`src/rtl/shift_left_logical_seq.sv`:
```
// Iterative logical left shifter with valid/ready handshakes on both sides.
// The shift is done in steps of 4 or 1 bit per cycle. Zero fill, no rotate.
module shift_left_logical_seq #(
  parameter  int N  = 32,
  localparam int SW = $clog2(N)
) (
  input  logic          clk,
  input  logic          rst_n,
  input  logic          in_valid,
  output logic          in_ready,
  input  logic [N-1:0]  in_data,
  input  logic [SW-1:0] in_shamt,
  output logic          out_valid,
  input  logic          out_ready,
  output logic [N-1:0]  out_data,
  output logic          busy
);

  typedef enum logic [1:0] {
    IDLE  = 2'd0,
    SHIFT = 2'd1,
    DONE  = 2'd2
  } state_t;

  state_t        state_reg, state_next;
  logic [N-1:0]  data_reg, data_next;
  logic [SW-1:0] rem_reg, rem_next;
  logic [N-1:0]  out_data_reg, out_data_next;

  // Handshake flags and busy are decoded from the state register only.
  assign in_ready  = (state_reg == IDLE);
  assign out_valid = (state_reg == DONE);
  assign busy      = (state_reg != IDLE);
  assign out_data  = out_data_reg;

  // State, working data, remaining count and the registered result.
  always_ff @(posedge clk or negedge rst_n) begin
    if (!rst_n) begin
      state_reg    <= IDLE;
      data_reg     <= '0;
      rem_reg      <= '0;
      out_data_reg <= '0;
    end else begin
      state_reg    <= state_next;
      data_reg     <= data_next;
      rem_reg      <= rem_next;
      out_data_reg <= out_data_next;
    end
  end

  // Next-state logic: accept in IDLE, step the shift in SHIFT, hold in DONE.
  // The result register is loaded on entry to DONE and cleared on exit, so
  // out_data reads zero whenever no result is being offered.
  always_comb begin
    state_next    = state_reg;
    data_next     = data_reg;
    rem_next      = rem_reg;
    out_data_next = out_data_reg;
    case (state_reg)
      IDLE: begin
        if (in_valid) begin
          data_next = in_data;
          rem_next  = in_shamt;
          if (in_shamt == '0) begin
            state_next    = DONE;
            out_data_next = in_data;
          end else begin
            state_next = SHIFT;
          end
        end
      end
      SHIFT: begin
        // Coarse steps of 4 first, then single-bit steps for the remainder.
        if (rem_reg >= SW'(4)) begin
          data_next = data_reg << 4;
          rem_next  = rem_reg - SW'(4);
        end else begin
          data_next = data_reg << 1;
          rem_next  = rem_reg - SW'(1);
        end
        if (rem_next == '0) begin
          state_next    = DONE;
          out_data_next = data_next;
        end
      end
      DONE: begin
        if (out_ready) begin
          state_next    = IDLE;
          out_data_next = '0;
        end
      end
      default: begin
        state_next    = IDLE;
        out_data_next = '0;
      end
    endcase
  end

endmodule

```
`config.mk`:
```
export PLATFORM = sky130hd
export DESIGN_NAME = shift_left_logical_seq
export DESIGN_NICKNAME = d
export VERILOG_FILES = /design/src/rtl/shift_left_logical_seq.sv
export SDC_FILE = /design/constraint.sdc
export NUM_CORES = 1
export LEC_CHECK = 0
export BUFFER_PORTS_ARGS = -buffer_cell sky130_fd_sc_hd__clkbuf_2
export CORE_MARGIN = 5
export CORE_UTILIZATION = 52
export CTS_BUF_LIST = sky130_fd_sc_hd__clkbuf_8
export DETAILED_ROUTE_END_ITERATION = 8
export GPL_ROUTABILITY_DRIVEN = 0
export GPL_TIMING_DRIVEN = 1
export PLACE_DENSITY = 0.82
export SYNTH_ARGS = -nofsm -noshare
export SYNTH_HDL_FRONTEND = slang
export SYNTH_SLANG_ARGS = --single-unit
export TNS_END_PERCENT = 10
```
`constraint.sdc`:
```
create_clock -name clk -period 2.39 [get_ports clk]
set_input_delay 0.1195 -clock clk [delete_from_list [all_inputs] [get_ports clk]]
set_output_delay 0.1195 -clock clk [all_outputs]
set_load 0.005 [all_outputs]
```
==> results.sh <==
export IMPL_syn_to_final_growth_pct=19.3
export IMPL_grt_max_degree=39
export IMPL_clk_pin_slew_worst_paths_ps=70
export IMPL_yosysWarningCount=0
export IMPL_max_freq_mhz=426
export IMPL_hold_path_class="in2reg"
export IMPL_drc_errors=0
export IMPL_finalHoldViolations=0
export IMPL_numCtsBuffers=9
export IMPL_n_fill_cell=650
export IMPL_cts_sinks=70
export IMPL_final_max_slew_viol_count=0
export IMPL_start_util_pct=52.6
export IMPL_synthTopCellsByArea="dfrtp_1 44%, mux2_4 11%, nand2_1 8.3%"
export IMPL_r2r_cells=7
export IMPL_fp_dieH_um=98.0
export IMPL_syn_num_nets=480
export IMPL_finalPower_uw=7260
export IMPL_rows=32
export IMPL_gr_total_overflow=0
export IMPL_cp_required_ps=2630
export IMPL_synth_top_flop_cell="dfrtp_1"
export IMPL_comb_power_share_pct=57.7
export IMPL_busiest_layer="met2"
export IMPL_outcome="complete, no violations"
export IMPL_dr_pass1_iters=5
export IMPL_holdWs_ps=15.1
export IMPL_postSynthAreaPerCell_um2=9.25
export IMPL_r2r_slack_ps=40
export IMPL_power_switching_uw=3080
export IMPL_power_density_mw_per_mm2=1510
export IMPL_clock_power_share_pct=11.5
export IMPL_slew_headroom_pct=52.5
export IMPL_min_to="data_reg[2]$_DFFE_PN0P_"
export IMPL_cts_max_level=3
export IMPL_met3_usage_pct=4.21
export IMPL_grtUsageMet1_pct=27.4
export IMPL_sw_frac_of_total_pct=42.5
export IMPL_hpwl_um=7190
export IMPL_post_route_period_util_pct=98.2
export IMPL_period_minus_slack_ps=2350
export IMPL_synth_cells=435
export IMPL_antenna_cells=0
export IMPL_grt_use_total_pct=21.7
export IMPL_power_frac_seq_pct=30.7
export IMPL_final_seq_area_mm2=0.00175
export IMPL_multiInputGateArea_mm2=0.00210
export IMPL_p_int_uw=4180
export IMPL_cp_max_fo=12
export IMPL_max_cap_viol_count=0
export IMPL_nets=553
export IMPL_drive_gt1_share_pct=33.9
export IMPL_finalWirelength_um=10600
export IMPL_drt_iter0_markers=257
export IMPL_port_buffers=75
export IMPL_netlist_cell_type_count=41
export IMPL_yosys_area_top_type="dfrtp_1"
export IMPL_dieArea_mm2=0.00960
export IMPL_clock_latency_ps=350
export IMPL_netlist_area_mm2=0.00402
export IMPL_crit_arrival_ps=2580
export IMPL_die_w_um=98.0
export IMPL_r2r_start="rem_reg[1]$_DFFE_PN0P_"
export IMPL_synth_seq_area_share_pct=43.5
export IMPL_yosysTopAreaCellShare_pct=43.5
export IMPL_synth_seq_cells=70
export IMPL_tightest_slew_ps=710
export IMPL_reg2reg_to="out_data[12]$_DFFE_PN0P_"
export IMPL_final_util_pct=62.7
export IMPL_clk_path_buf_depth=2
export IMPL_start_kind="flop"
export IMPL_ant_nets=0
export IMPL_synth_edf_count=0
export IMPL_grt_util_met2_pct=36.4
export IMPL_wire_per_inst_um=17.2
export IMPL_holdCritStartpoint="in_data[2]"
export IMPL_antenna_found_initial=0
export IMPL_hold_depth=3
export IMPL_largest_reg_flops=32
export IMPL_via_count=3620
export IMPL_cts_tree="built"
export IMPL_viasPerCell=5.89
export IMPL_cts_root_buf="clkbuf_8"
export IMPL_leakage_uw=0.00227
export IMPL_worstSetupPathType="reg2reg"
export IMPL_synth_async_reset_ratio_pct=100
export IMPL_worst_ir_drop_vdd_mv=0.579
export IMPL_clock_skew_ps=9.41
export IMPL_ios=76
export IMPL_grt_pass1_vias=3561
export IMPL_setup_violations=0
export IMPL_grt_pass1_wl_um=17000
export IMPL_core_mm2=0.00765
export IMPL_end_kind="flop"
-- cell type report --
class / instances / area share, %
clock inverters: 6 / 0.626
multi-input cells: 318 / 43.7
repair buffers: 96 / 12.6
clock buffers: 10 / 2.87
inverters: 13 / 1.02
flip-flops and latches: 70 / 36.6
well taps: 102 / 2.66
-- through the flow --
step	cells	setup slack (ps)	instance area [um^2]	TNS (ps)
3_5_place_dp	594	9.09	4570	0
3_3_place_gp	594	124	4570	0
5_1_grt	615	-50.7	4800	-199
6_report	615	42.6	4800	0
2_1_floorplan	435	154	4020	0
4_1_cts	611	23.2	4740	0
-- cell usage after synthesis, types with 2 or more instances --
cell and n:
a222oi_1 2, nand2b_1 4, o21ai_0 20, nand2_1 89, clkbuf_1 26, o21ai_1 13, nor3_1 3, a21oi_1 5
nand3_1 3, nor2_1 63, a31o_2 27, ha_1 4, dfrtp_1 70, nor2b_1 2, buf_6 3, mux2_2 2
o211ai_1 2, inv_1 13, mux2_4 29, buf_1 5, a2bb2oi_1 2, a311oi_1 29
-- cells by family after synthesis --
family / after synthesis / synth area share, %
xor gates and xnor gates: 1 / 0.218
AOI/OAI and AO/OA: 115 / 22.2
DFF: 70 / 43.5
buffers and inverters: 47 / 4.95
and+or+nand+nor: 167 / 16.4
adders and majority gates: 4 / 1.24
muxes: 31 / 11.4
-- routing by layer --
layer,routed length (um),part of all wire (%),vias to the layer above
met1,4490,42,1760
li1,-,-,1703
met2,5270,50,131
met3,543,5.1,26
met5,0,0,-
met4,295,2.8,0
-- power groups by stage --
stage | combinational [uW] | clock (uW) | sequential (uW)
finish | 4190 | 838 | 2230
global route | 4540 | 898 | 2310
CTS | 4060 | 855 | 2210
detailed placement | 4040 | 0 | 2220
global placement | 3880 | 0 | 2210
floorplan | 2900 | 0 | 2140
-- worst max-delay path, cell delays in order, from the launching register on --
cell and delay [ps]:
dfrtp_1 400, inv_1 80, ha_1 230, a2111o_1 530, a311oi_4 300, buf_4 190
buf_12 160, mux2_2 340
-- layout by cell type, fill, tap and decap left out, types with 2 or more instances in the layout --
cell type	n
nand2_1	89
clkbuf_8	10
nand3_1	3
mux2_2	2
mux2_4	29
a21oi_1	5
buf_12	4
buf_4	15
ha_1	4
o21ai_1	12
nor2_1	63
a2bb2oi_1	2
dfrtp_1	68
a222oi_1	2
clkinv_2	3
a311oi_1	29
clkbuf_2	74
o21ai_0	20
a31o_2	27
dfrtp_2	2
inv_1	15
nor3_1	2
o211ai_1	2
nand2b_1	4
-- worst max path at each step --
stage                            from                       end  slack [ps]
2_1_floorplan  rem_reg[3]$_DFFE_PN0P_  out_data[13]$_DFFE_PN0P_         150
3_3_place_gp   rem_reg[2]$_DFFE_PN0P_  out_data[11]$_DFFE_PN0P_         120
3_5_place_dp   rem_reg[2]$_DFFE_PN0P_  out_data[11]$_DFFE_PN0P_           9
4_1_cts        rem_reg[2]$_DFFE_PN0P_  out_data[11]$_DFFE_PN0P_          20
5_1_grt        rem_reg[2]$_DFFE_PN0P_  out_data[12]$_DFFE_PN0P_         -50
6_report       rem_reg[1]$_DFFE_PN0P_  out_data[12]$_DFFE_PN0P_          40
-- what timing repair did --
item	CTS	global route
hold buffers	1	0
endpoints found under the setup margin	1	31
pin swaps	1	3
setup buffers	0	3
cloned	0	1
endpoints found under the hold margin	10	0
gates resized for setup	0	2
No activity file was read; power rests on OpenSTA's default activity.
